--- config.mk ---
export PLATFORM = sky130hd
export DESIGN_NAME = hex_display_scanner_flat
export DESIGN_NICKNAME = d
export VERILOG_FILES = /design/src/rtl/hex_display_scanner_pkg.sv /design/src/rtl/hex_display_scanner_if.sv /design/src/rtl/hex_display_scanner_prescaler.sv /design/src/rtl/hex_display_scanner.sv /design/src/flat_wrapper.sv
export SDC_FILE = /design/constraint.sdc
export NUM_CORES = 1
export LEC_CHECK = 0
export CORE_UTILIZATION = 45
export CTS_BUF_LIST = sky130_fd_sc_hd__clkbuf_4 sky130_fd_sc_hd__clkbuf_8
export CTS_CLUSTER_SIZE = 14
export DETAILED_ROUTE_END_ITERATION = 10
export HOLD_SLACK_MARGIN = 0.02
export PLACE_DENSITY = 0.7
export SETUP_SLACK_MARGIN = 0.3
export SLEW_MARGIN = 20
export SYNTH_ARGS = -nofsm -noshare
export SYNTH_HDL_FRONTEND = slang
export SYNTH_SLANG_ARGS = --single-unit
--- constraint.sdc ---
create_clock -name clk -period 2.3 [get_ports clk]
set_input_delay 0.345 -clock clk [delete_from_list [all_inputs] [get_ports clk]]
set_output_delay 0.345 -clock clk [all_outputs]
set_load 0.02 [all_outputs]
--- src/rtl/hex_display_scanner_pkg.sv ---
// -----------------------------------------------------------------------------
// hex_display_pkg
// Shared types and constants for the four-digit hex display scanner.
//   NUM_DIGITS      : number of multiplexed digits
//   digit_idx_t     : 2-bit active-digit index
//   state_t         : scanner FSM states (IDLE, SCAN)
//   ANODE_Dn        : one-hot active-high anode patterns
//   anode_onehot()  : index -> anode pattern
//   msnz_digit()    : index of the most-significant non-zero nibble
//                     (only built when HEX_LZB_EN is defined)
// -----------------------------------------------------------------------------
package hex_display_pkg;

    localparam int NUM_DIGITS = 4;

    typedef logic [1:0] digit_idx_t;

    typedef enum logic {
        IDLE = 1'b0,
        SCAN = 1'b1
    } state_t;

    localparam logic [3:0] ANODE_D0 = 4'b0001;
    localparam logic [3:0] ANODE_D1 = 4'b0010;
    localparam logic [3:0] ANODE_D2 = 4'b0100;
    localparam logic [3:0] ANODE_D3 = 4'b1000;

    function automatic logic [3:0] anode_onehot(input digit_idx_t idx);
        logic [3:0] a;
        case (idx)
            2'd0:    a = ANODE_D0;
            2'd1:    a = ANODE_D1;
            2'd2:    a = ANODE_D2;
            default: a = ANODE_D3;
        endcase
        return a;
    endfunction

`ifdef HEX_LZB_EN
    // Returns 0 for an all-zero value, so digit0 is never auto-blanked.
    function automatic digit_idx_t msnz_digit(input logic [15:0] v);
        digit_idx_t idx;
        idx = '0;
        for (int i = 0; i < NUM_DIGITS; i++) begin
            if (v[i*4 +: 4] != 4'h0) idx = digit_idx_t'(i);
        end
        return idx;
    endfunction
`endif

endpackage

--- src/rtl/hex_display_scanner_if.sv ---
// -----------------------------------------------------------------------------
// hex_display_scanner_if
// Bus between a host and the hex display scanner.
//   Value[15:0]     host -> scanner  four hex nibbles, digit0 = Value[3:0]
//   Load            host -> scanner  capture strobe for the shadow register
//   Enable          host -> scanner  scan enable
//   DigitBlank[3:0] host -> scanner  per-digit forced blank
//   Hex[3:0]        scanner -> host  nibble of the active digit
//   DP              scanner -> host  blank flag (1 = all segments off)
//   Anode[3:0]      scanner -> host  one-hot active-high digit enable
//   Loaded          scanner -> host  one-cycle capture acknowledge
// -----------------------------------------------------------------------------
interface hex_display_scanner_if;

    logic [15:0] Value;
    logic        Load;
    logic        Enable;
    logic [3:0]  DigitBlank;
    logic [3:0]  Hex;
    logic        DP;
    logic [3:0]  Anode;
    logic        Loaded;

    modport master (
        output Value, Load, Enable, DigitBlank,
        input  Hex, DP, Anode, Loaded
    );

    modport slave (
        input  Value, Load, Enable, DigitBlank,
        output Hex, DP, Anode, Loaded
    );

endinterface

--- src/rtl/hex_display_scanner_prescaler.sv ---
// -----------------------------------------------------------------------------
// refresh_prescaler
// Counts 0..CLK_DIV-1 while run is high and holds its count otherwise.
//   clk   : rising-edge clock
//   rst_n : asynchronous active-low reset (count -> 0)
//   run   : count enable
//   tick  : high on the cycle the count equals CLK_DIV-1 while running
// Parameter CLK_DIV (>= 2): clock cycles per tick.
// -----------------------------------------------------------------------------
module refresh_prescaler #(
    parameter int CLK_DIV = 50000
) (
    input  logic clk,
    input  logic rst_n,
    input  logic run,
    output logic tick
);

    localparam int                CNT_W = $clog2(CLK_DIV);
    localparam logic [CNT_W-1:0]  LAST  = CNT_W'(CLK_DIV - 1);

    logic [CNT_W-1:0] r_count;

    assign tick = run && (r_count == LAST);

    always_ff @(posedge clk or negedge rst_n) begin
        if (!rst_n) begin
            r_count <= '0;
        end else if (run) begin
            if (r_count == LAST) r_count <= '0;
            else                 r_count <= r_count + CNT_W'(1);
        end
    end

endmodule

--- src/rtl/hex_display_scanner.sv ---
// -----------------------------------------------------------------------------
// hex_display_scanner
// Multiplexes a 16-bit shadow value onto a four-digit 7-segment display,
// advancing one digit every CLK_DIV clocks while enabled.
//   clk   : rising-edge clock
//   rst_n : asynchronous active-low reset
//   bus   : hex_display_scanner_if.slave (Value, Load, Enable, DigitBlank in;
//           Hex, DP, Anode, Loaded out)
// Parameter CLK_DIV (>= 2): clock cycles per digit.
// Optional macro HEX_LZB_EN: blank digits above the most-significant non-zero
// shadow nibble (digit0 always shown).
// -----------------------------------------------------------------------------
module hex_display_scanner #(
    parameter int CLK_DIV = 50000
) (
    input  logic                  clk,
    input  logic                  rst_n,
    hex_display_scanner_if.slave  bus
);

    import hex_display_pkg::*;

    state_t     r_state;
    state_t     w_state_nxt;
    digit_idx_t r_index;
    logic [15:0] r_shadow;
    logic [3:0]  r_blank;
    logic        r_loaded;
    logic        w_run;
    logic        w_tick;

    assign w_run = (r_state == SCAN);

    refresh_prescaler #(
        .CLK_DIV (CLK_DIV)
    ) u_prescaler (
        .clk   (clk),
        .rst_n (rst_n),
        .run   (w_run),
        .tick  (w_tick)
    );

    always_ff @(posedge clk or negedge rst_n) begin
        if (!rst_n) r_state <= IDLE;
        else        r_state <= w_state_nxt;
    end

    always_comb begin
        w_state_nxt = r_state;
        case (r_state)
            IDLE:    if (bus.Enable)  w_state_nxt = SCAN;
            SCAN:    if (!bus.Enable) w_state_nxt = IDLE;
            default: w_state_nxt = IDLE;
        endcase
    end

    // DigitBlank is registered so that every output decodes from flops only.
    always_ff @(posedge clk or negedge rst_n) begin
        if (!rst_n) begin
            r_index  <= '0;
            r_shadow <= '0;
            r_blank  <= '0;
            r_loaded <= 1'b0;
        end else begin
            if (w_tick)   r_index  <= digit_idx_t'(r_index + 2'd1);
            if (bus.Load) r_shadow <= bus.Value;
            r_loaded <= bus.Load;
            r_blank  <= bus.DigitBlank;
        end
    end

    always_comb begin
        bus.Hex   = 4'h0;
        bus.DP    = 1'b1;
        bus.Anode = 4'b0000;
        if (r_state == SCAN) begin
            bus.Anode = anode_onehot(r_index);
            bus.Hex   = r_shadow[{r_index, 2'b00} +: 4];
`ifdef HEX_LZB_EN
            bus.DP    = r_blank[r_index] | (r_index > msnz_digit(r_shadow));
`else
            bus.DP    = r_blank[r_index];
`endif
        end
    end

    assign bus.Loaded = r_loaded;

endmodule

--- src/flat_wrapper.sv ---
// flat-port wrapper written by rule: the top's interface ports become plain ports
module hex_display_scanner_flat import hex_display_pkg::*;
#(
    parameter int CLK_DIV = 50000
)
  (clk, rst_n, bus_Value, bus_Load, bus_Enable, bus_DigitBlank, bus_Hex, bus_DP, bus_Anode, bus_Loaded);
  hex_display_scanner_if bus_i ();
  input  logic clk;
  input  logic rst_n;
  input wire logic [$bits(bus_i.Value)-1:0] bus_Value;
  input wire logic [$bits(bus_i.Load)-1:0] bus_Load;
  input wire logic [$bits(bus_i.Enable)-1:0] bus_Enable;
  input wire logic [$bits(bus_i.DigitBlank)-1:0] bus_DigitBlank;
  output wire logic [$bits(bus_i.Hex)-1:0] bus_Hex;
  output wire logic [$bits(bus_i.DP)-1:0] bus_DP;
  output wire logic [$bits(bus_i.Anode)-1:0] bus_Anode;
  output wire logic [$bits(bus_i.Loaded)-1:0] bus_Loaded;
  assign bus_i.Value = bus_Value;
  assign bus_i.Load = bus_Load;
  assign bus_i.Enable = bus_Enable;
  assign bus_i.DigitBlank = bus_DigitBlank;
  assign bus_Hex = bus_i.Hex;
  assign bus_DP = bus_i.DP;
  assign bus_Anode = bus_i.Anode;
  assign bus_Loaded = bus_i.Loaded;
  hex_display_scanner #(.CLK_DIV(CLK_DIV)) u_core (.clk(clk), .rst_n(rst_n), .bus(bus_i));
endmodule
After elaboration in Yosys (flattened, before gate mapping). Index checks and enable logic that the tools add are counted.

Multiplexer cells: 8. $lt $le $gt $ge: 1. Reduce and logical (&&, ||, !) cells: 2. Eq/ne operators: 3. $add $sub $neg: 2. Shifts and indexed selects: 1.

Operators with widths (number): $add 16x1->16 const B (1); $eq 16x16->1 const B (1); $mux 16 (1); $shiftx 16x5->4 (1); $pmux 4 s3 (1); $mux 4 (2); $lt 2x3->1 const B (1); $mux 1 (3); $add 2x1->2 const B (1); $bmux 1 s2 (1); $eq 2x1->1 const B (1); $eq 2x2->1 const B (1); $logic_not 2->1 (1); $logic_and 1x1->1 (1).

Register bits after elaboration: 40. Input bits: 24.

Logic depth before layout (Yosys ltp). Gate-level depths: netlist (run 1).

Depth after elaboration: 3. Gate-level depth with buffers: 5.

By module. From an unflattened synthesis (run 1), not the netlist that was laid out.

Cells, all modules: 153. Area, all modules: 1850.5 um2.

Modules (own cells, without submodules): hex_display_scanner (instances 1, sequential area each 600.6 um2, area an instance 1048.5 um2, cells an instance 72); refresh_prescaler (instances 1, sequential area each 400.4 um2, area an instance 802.0 um2, cells an instance 81).

Worst setup path after synthesis (run 1). Ideal clock, no wire load.

Path kind: register -> output. Start point: register u_core.r_index[0]. End point: output bus_DP. Stages on the path, launching flop included: 4. Data arrival time: 1.432 ns. Path buffers: 1. Slack: 0.523 ns. Path through: dfrtp_1 -> clkbuf_1 -> mux4_2 -> nand2b_1.

Longest elaborated chain between the ends: 3.

Ends and longest elaborated chain: start, declared (line hex_display_scanner.sv:25) `digit_idx_t r_index;`; start signal, assigned (line hex_display_scanner.sv:65) `if (w_tick) r_index <= digit_idx_t'(r_index + 2'd1);`; $bmux 1 s2 (line hex_display_scanner.sv:82) `bus.DP = r_blank[r_index];`; $mux 1 (implied by the code) (line hex_display_scanner.sv:82); $mux 1 (line hex_display_scanner.sv:76) `if (r_state == SCAN) begin`; end, declared (line flat_wrapper.sv:15) `output wire logic [$bits(bus_i.DP)-1:0] bus_DP;`.

Every way passes these cells. The select of a mux whose other input is x is not followed.

Worst setup path in the final report (run 1).
Start point: register u_core.r_index[0]. End point: output bus_Hex[3].

Longest elaborated chain between the ends: 2.

Ends and longest elaborated chain: $shiftx 16x5->4 (line hex_display_scanner.sv:78) `bus.Hex = r_shadow[{r_index, 2'b00} +: 4];`; $mux 4 (line hex_display_scanner.sv:76); end, declared (line flat_wrapper.sv:14) `output wire logic [$bits(bus_i.Hex)-1:0] bus_Hex;`.

Every way passes these cells.

==> results of run 1 <==
==> stage by stage <==
stage                     hold WS [ns]  total power (W)  area (um2)  worst slack [ns]
after floorplan                 0.0494          0.00106        1840             0.523
after CTS                        0.183          0.00196        2360             0.173
final                            0.158          0.00194        2370             0.355
after global routing             0.228          0.00203        2370             0.288
after global placement           0.489          0.00116        2230             0.274
after detailed placement         0.495          0.00117        2230             0.285
==> flip-flops by register name (all words and copies together) (netlist names) <==
name                        cells
u_core.bus.Loaded               1
u_core.r_blank                  4
u_core.r_index                  2
u_core.r_shadow                16
u_core.r_state                  1
u_core.u_prescaler.r_count     16
==> cell type report <==
cell class | instances | area (um2) | area share
Inverter | 5 | 18.8 | 0.00792
Clock buffer | 5 | 68.8 | 0.0290
Timing Repair Buffer | 37 | 335 | 0.141
Multi-Input combinational cell | 94 | 795 | 0.335
Tap cell | 48 | 60.1 | 0.0253
Sequential cell | 40 | 1000 | 0.423
Clock inverter | 3 | 90.1 | 0.0380
==> report_power, final <==
group	switching [W]	total [W]	internal (W)
sequential	0.000106	0.000900	0.000794
combinational	0.000108	0.000256	0.000148
clock	0.000241	0.000783	0.000543
==> timing repair <==
| item | in CTS | in global routing |
|---|---|---|
| gates resized for setup | 23 | 6 |
| buffers inserted | 0 | 0 |
| setup endpoints to repair | 9 | 2 |
| pin swaps | 0 | 0 |
==> critical path: cells and delay by family (launching register included) <==
| kind | cells | cell delay [ns] |
|---|---|---|
| buffers and inverters | 2 | 0.30 |
| AND/OR/NAND/NOR | 1 | 0.16 |
| multiplexers | 1 | 0.49 |
| flip-flops | 1 | 0.36 |
==> synthesized netlist by cell type <==
master / number / area (um2)
nand2b_1: 1 / 6.26
nand4_2: 1 / 12.5
nor4_2: 1 / 12.5
mux2_2: 16 / 180
mux2_1: 1 / 11.3
inv_1: 5 / 18.8
nand3_1: 4 / 20.0
nand4_1: 6 / 37.5
nor4_1: 4 / 25.0
nand2_1: 6 / 22.5
buf_4: 1 / 7.51
ha_1: 5 / 62.6
xnor2_1: 12 / 105
and2_1: 8 / 50.1
or3_1: 2 / 12.5
mux2i_1: 1 / 10.0
buf_2: 2 / 10.0
nor2_1: 13 / 48.8
dfrtp_1: 40 / 1000
xor2_1: 4 / 35.0
clkbuf_1: 3 / 11.3
nor3_1: 3 / 15.0
and4bb_1: 1 / 12.5
mux4_2: 5 / 113
==> kinds of logic (layout without fill, tap and decap cells) <==
family                   after synthesis  in the layout  synth area share
buffers and inverters                 11             50            0.0258
flip-flops                            40             40             0.544
multiplexers                          23             23             0.171
adder cells (fa/ha/maj)                5              5            0.0340
AND/OR/NAND/NOR                       50             50             0.150
XOR/XNOR                              16             16            0.0761
==> routing by layer <==
| metal | share of wire | global-route usage | vias up |
|---|---|---|---|
| met5 | 0 | 0 | - |
| met4 | 0.024 | 0.0878 | 0 |
| met3 | 0.041 | 0.0569 | 6 |
| met2 | 0.46 | 0.288 | 26 |
| met1 | 0.47 | 0.223 | 580 |
| li1 | - | - | 578 |
==> placed cells by master (no fill, tap or decap), drive strengths merged <==
cell type,n
nand2,6
nand2b,1
mux4,5
buf,9
nor4,5
dfrtp,40
clkbuf,6
or3,2
nand4,7
xnor2,12
clkdlybuf4s50,23
and4bb,1
mux2i,1
dlygate4sd2,4
mux2,17
nand3,4
ha,5
inv,5
bufinv,3
nor2,13
nor3,3
and2,8
xor2,4
==> final timing paths <==
path / from / to / slack (ns)
min in group clk: bus_Enable / u_core.r_state$_DFF_PN0_ / 0.48
worst max register to register: u_core.u_prescaler.r_count[0]$_DFFE_PN0P_ / u_core.r_index[1]$_DFFE_PN0P_ / 0.63
max in group asynchronous: rst_n / u_core.r_index[1]$_DFFE_PN0P_ / 1.55
worst min-delay path: rst_n / u_core.r_shadow[6]$_DFFE_PN0P_ / 0.16
worst min register to register: u_core.u_prescaler.r_count[10]$_DFFE_PN0P_ / u_core.u_prescaler.r_count[10]$_DFFE_PN0P_ / 0.50
worst max-delay path: u_core.r_index[0]$_DFFE_PN0P_ / bus_Hex[3] / 0.35
==> run_results.csv, run 1 <==
group,metric,value,unit
finish,final_nets,212,
drt,drt_iter0_drc,56,
global_route,grt_usage,0.181,
synth,ys_seq_area_frac,0.544,
drt,wl_per_cell,14.3,um
floorplanning,rows,22,
global_route,first_global_vias,1266,
drt,drt_pass1_iterations,4,
sta,fin_crit,1.95,ns
clocking,clock_latency,0.29,ns
global_route,grt-ovfl-total,0,
sta,drv_slew,0,
sta,slew_headroom,0.430,
global_route,antenna_found_initial,0,
pwr,power_leakage,1.01,nW
finish,area_delta_synth_final,28.8,%
clocking,cts_max_path_buffers,2,
synth,syn_avg_cell_area,12.7,um2
finish,fin_util,0.624,
hold_path,hp-class,"input port to asynchronous set/reset pin",
floorplanning,die-area,4350,um2
global_route,grt_max_degree,41,
clocking,cts_tree,"yes",
worst_setup_path,reg2reg_depth,4,
synth,syn-num-nets,174,
run_status,status,"completed",
placement,gp_congestion,0.902,
worst_setup_path,critPathArrivalTime,1.60,ns
floorplanning,initial_utilization,0.485,
global_route,grt_first_pass_wirelength,5690,um
pwr,peakVddDrop,0.000584,V
drt,vias_per_cell,5.13,
synth,postSynthCellCount,145,
synth,netlist_area,1840,um2
sta,setup_tns,0,ns
placement,dp.cells,224,
floorplanning,die_w,66.0,um
drt,wl,3310,um
clocking,clkTransAtPathRegs,0.07,ns
floorplanning,fp.dieH,66.0,um
clocking,cts.sinks,40,
worst_setup_path,crit_chain,"buf_4 > mux4_2 > and2_1 > buf_2",
drt,antenna_left,0,
clocking,ctsHoldBuffers,0,
drt,num_vias,1190,
drt,drc,0,
clocking,htree_levels,2,
worst_setup_path,crit_path_end_kind,"output pin",
worst_setup_path,cp-start-kind,"flop",
synth,yosysUniqueCellTypes,24,
finish,diodes,0,
clocking,numCtsBuffers,5,
sta,grt_setup_unrepaired,"yes",
sta,timing.final.crit_share,0.846,
sta,finClkSkew,0.00313,ns
worst_setup_path,slowest_stage,"mux4_2",
sta,setup_viol,0,
sta,hold_violations,0,
worst_setup_path,cp_slowest_stage_delay,0.49,ns
sta,tightest_slew,0.855,ns
clocking,cts_root_buffer,"clkbuf_8",
synth,ys_warn_count,0,
finish,fill_cells,298,
floorplanning,core,3800,um2
placement,portBuffers,33,
floorplanning,ioPinCount,34,
synth,synth-seq-cells,40,
run,drv_cap,0,
worst_setup_path,cp.required,1.96,ns
pwr,p_per_area,818,nW/um2
placement,dp_hpwl,2360,um
worst_setup_path,crit_type,"flop to output pin",
sta,fmax,514,MHz
finish,final_cells,232,
worst_setup_path,cp_max_fo,4,
finish,drive_gt1_frac,0.239,
(Power assumes the default switching activity.)
==> run 2: changes to the inputs <==
Clock period 2.3 ns to 1.8 ns, I/O delays scaled along.
==> run 2 against run 1 <==
Net effect:
- global-route usage grew 2.0 points
- hold slack gained 0.26 ns
- clock-buffer cell count grew 3
- die area is the same
- combinational power grew 96%
- total power grew 18%
- sequential power grew 29%
- the run now ends with negative setup slack left
- first-iteration DRC count grew 36%
- via count grew 12%
- largest cell class unchanged
- cell area grew 16%
- wire length grew 20%
- sequential share of layout area shrank 5.8 points
==> run_results.csv, run 2 (same netlist as run 1, synthesis figures left out) <==
group,metric,value,unit
run_status,status,"finished, violations left",
run_status,violations,"negative setup slack",
floorplanning,die-area,4350,um2
drt,num_vias,1334,
finish,area_delta_synth_final,49.8,%
sta,timing.final.crit_share,1.03,
finish,final_cell_area,2760,um2
finish,final_nets,235,
sta,drv_slew,0,
global_route,grt_usage,0.201,
finish,fill_cells,228,
floorplanning,die_w,66.0,um
placement,gp_congestion,0.837,
global_route,grt_max_degree,24,
placement,dpl_cell_area,2270,um2
global_route,grt-ovfl-total,0,
drt,drt_iter0_drc,76,
finish,final_common_cell,"dfrtp_1",
sta,tightest_slew,0.501,ns
pwr,p_per_area,831,nW/um2
placement,dp.cells,230,
hold_path,hp-class,"input port to flop",
global_route,antenna_found_initial,0,
floorplanning,ioPinCount,34,
finish,final_cells,255,
drt,wl_per_cell,15.6,um
drt,antenna_left,0,
sta,worst_slack,-0.0471,ns
finish,register_area,1010,um2
floorplanning,rows,22,
drt,vias_per_cell,5.23,
drt,drc,0,
finish,multiInputGateArea,985,um2
placement,portBuffers,33,
sta,setup_tns,-0.189,ns
sta,grt_setup_unrepaired,"yes",
placement,dp_hpwl,2500,um
worst_setup_path,cp.required,1.53,ns
worst_setup_path,crit_type,"flop to output pin",
global_route,grt_first_pass_wirelength,6420,um
sta,setup_viol,5,
floorplanning,fp.dieH,66.0,um
clocking,clock_latency,0.29,ns
finish,layout_common_cells,"dfrtp_1 (35), clkdlybuf4s50_1 (23), buf_4 (18), mux2_2 (16), buf_6 (15)",
drt,drt_pass1_iterations,4,
finish,diodes,0,
pwr,peakVddDrop,0.000634,V
clocking,cts.sinks,40,
sta,hold_violations,0,
clocking,numCtsBuffers,5,
drt,wl,3990,um
worst_setup_path,cp_max_fo,4,
finish,drive_gt1_frac,0.483,
floorplanning,initial_utilization,0.485,
clocking,cts_max_path_buffers,2,
clocking,clkTransAtPathRegs,0.07,ns
finish,reg.largest.list,"u_core.r_shadow x16, u_core.u_prescaler.r_count x16, u_core.r_blank x4",
clocking,cts_tree,"yes",
worst_setup_path,crit_path_end_kind,"output pin",
sta,slew_headroom,0.666,
clocking,cts_root_buffer,"clkbuf_8",
run,drv_cap,0,
sta,fmax,541,MHz
clocking,htree_levels,2,
global_route,first_global_vias,1437,
sta,fin_crit,1.85,ns
floorplanning,core,3800,um2
sta,finClkSkew,0.00714,ns
worst_setup_path,cp-start-kind,"flop",
pwr,power_leakage,1.14,nW
worst_setup_path,critPathArrivalTime,1.58,ns
run 2: final cells by class:
class                   instances  area share
inverters                       5     0.00862
flip-flops and latches         40       0.365
repair buffers                 60       0.212
multi-input cells              94       0.357
well taps                      48      0.0218
clock buffers                   8      0.0354
run 2: per-stage QoR:
stage | hold slack (ns) | utilization | power [W] | worst slack, ns
after floorplan | -0.0256 | - | 0.00135 | 0.295
after global placement | 0.257 | 0.599 | 0.00150 | -0.146
after detailed placement | 0.265 | 0.599 | 0.00152 | -0.152
after CTS | 0.415 | 0.677 | 0.00222 | -0.0607
after global routing | 0.409 | 0.726 | 0.00240 | -0.113
final | 0.414 | 0.726 | 0.00229 | -0.0471
run 2: power breakdown:
| group | leakage (nW) | internal [W] | switching, W |
|---|---|---|---|
| sequential | 0.490 | 0.00102 | 0.000138 |
| clock | 0.0523 | 0.000343 | 0.000291 |
| combinational | 0.600 | 0.000290 | 0.000212 |
run 2: worst paths after layout:
path / start / to / cells after the start / slack, ns
setup / recovery: u_core.r_index[0]$_DFFE_PN0P_ / bus_Hex[1] / 4 / -0.05
hold / removal: bus_DigitBlank[0] / u_core.r_blank[0]$_DFF_PN0_ / 1 / 0.41
setup reg to reg: u_core.u_prescaler.r_count[7]$_DFFE_PN0P_ / u_core.u_prescaler.r_count[8]$_DFFE_PN0P_ / 5 / 0.16
hold reg to reg: u_core.r_shadow[13]$_DFFE_PN0P_ / u_core.r_shadow[13]$_DFFE_PN0P_ / 1 / 0.50
max in group asynchronous: rst_n / u_core.u_prescaler.r_count[4]$_DFFE_PN0P_ / 3 / 0.77
min in group asynchronous: rst_n / u_core.u_prescaler.r_count[7]$_DFFE_PN0P_ / 2 / 0.48
run 2: repair_timing:
action                     CTS  global route
gates resized for setup     78            35
gates cloned                 1             0
hold buffers                 1             0
hold endpoints to repair    21             0
setup endpoints to repair   23            24
setup buffers               10             5
pin swaps                    9            10
run 2: layer usage:
metal | wire [um] | global-route usage | share of wire
met2 | 2060 | 0.343 | 0.52
met5 | 0 | 0 | 0
met4 | 38 | 0.0851 | 0.0095
met3 | 162 | 0.0483 | 0.041
met1 | 1730 | 0.242 | 0.43
run 2: worst max-delay path: stages, from the launching register on:
cell and delay (ns):
dfrtp_1 0.38, buf_6 0.13, mux4_2 0.49, and2_4 0.17
buf_6 0.12
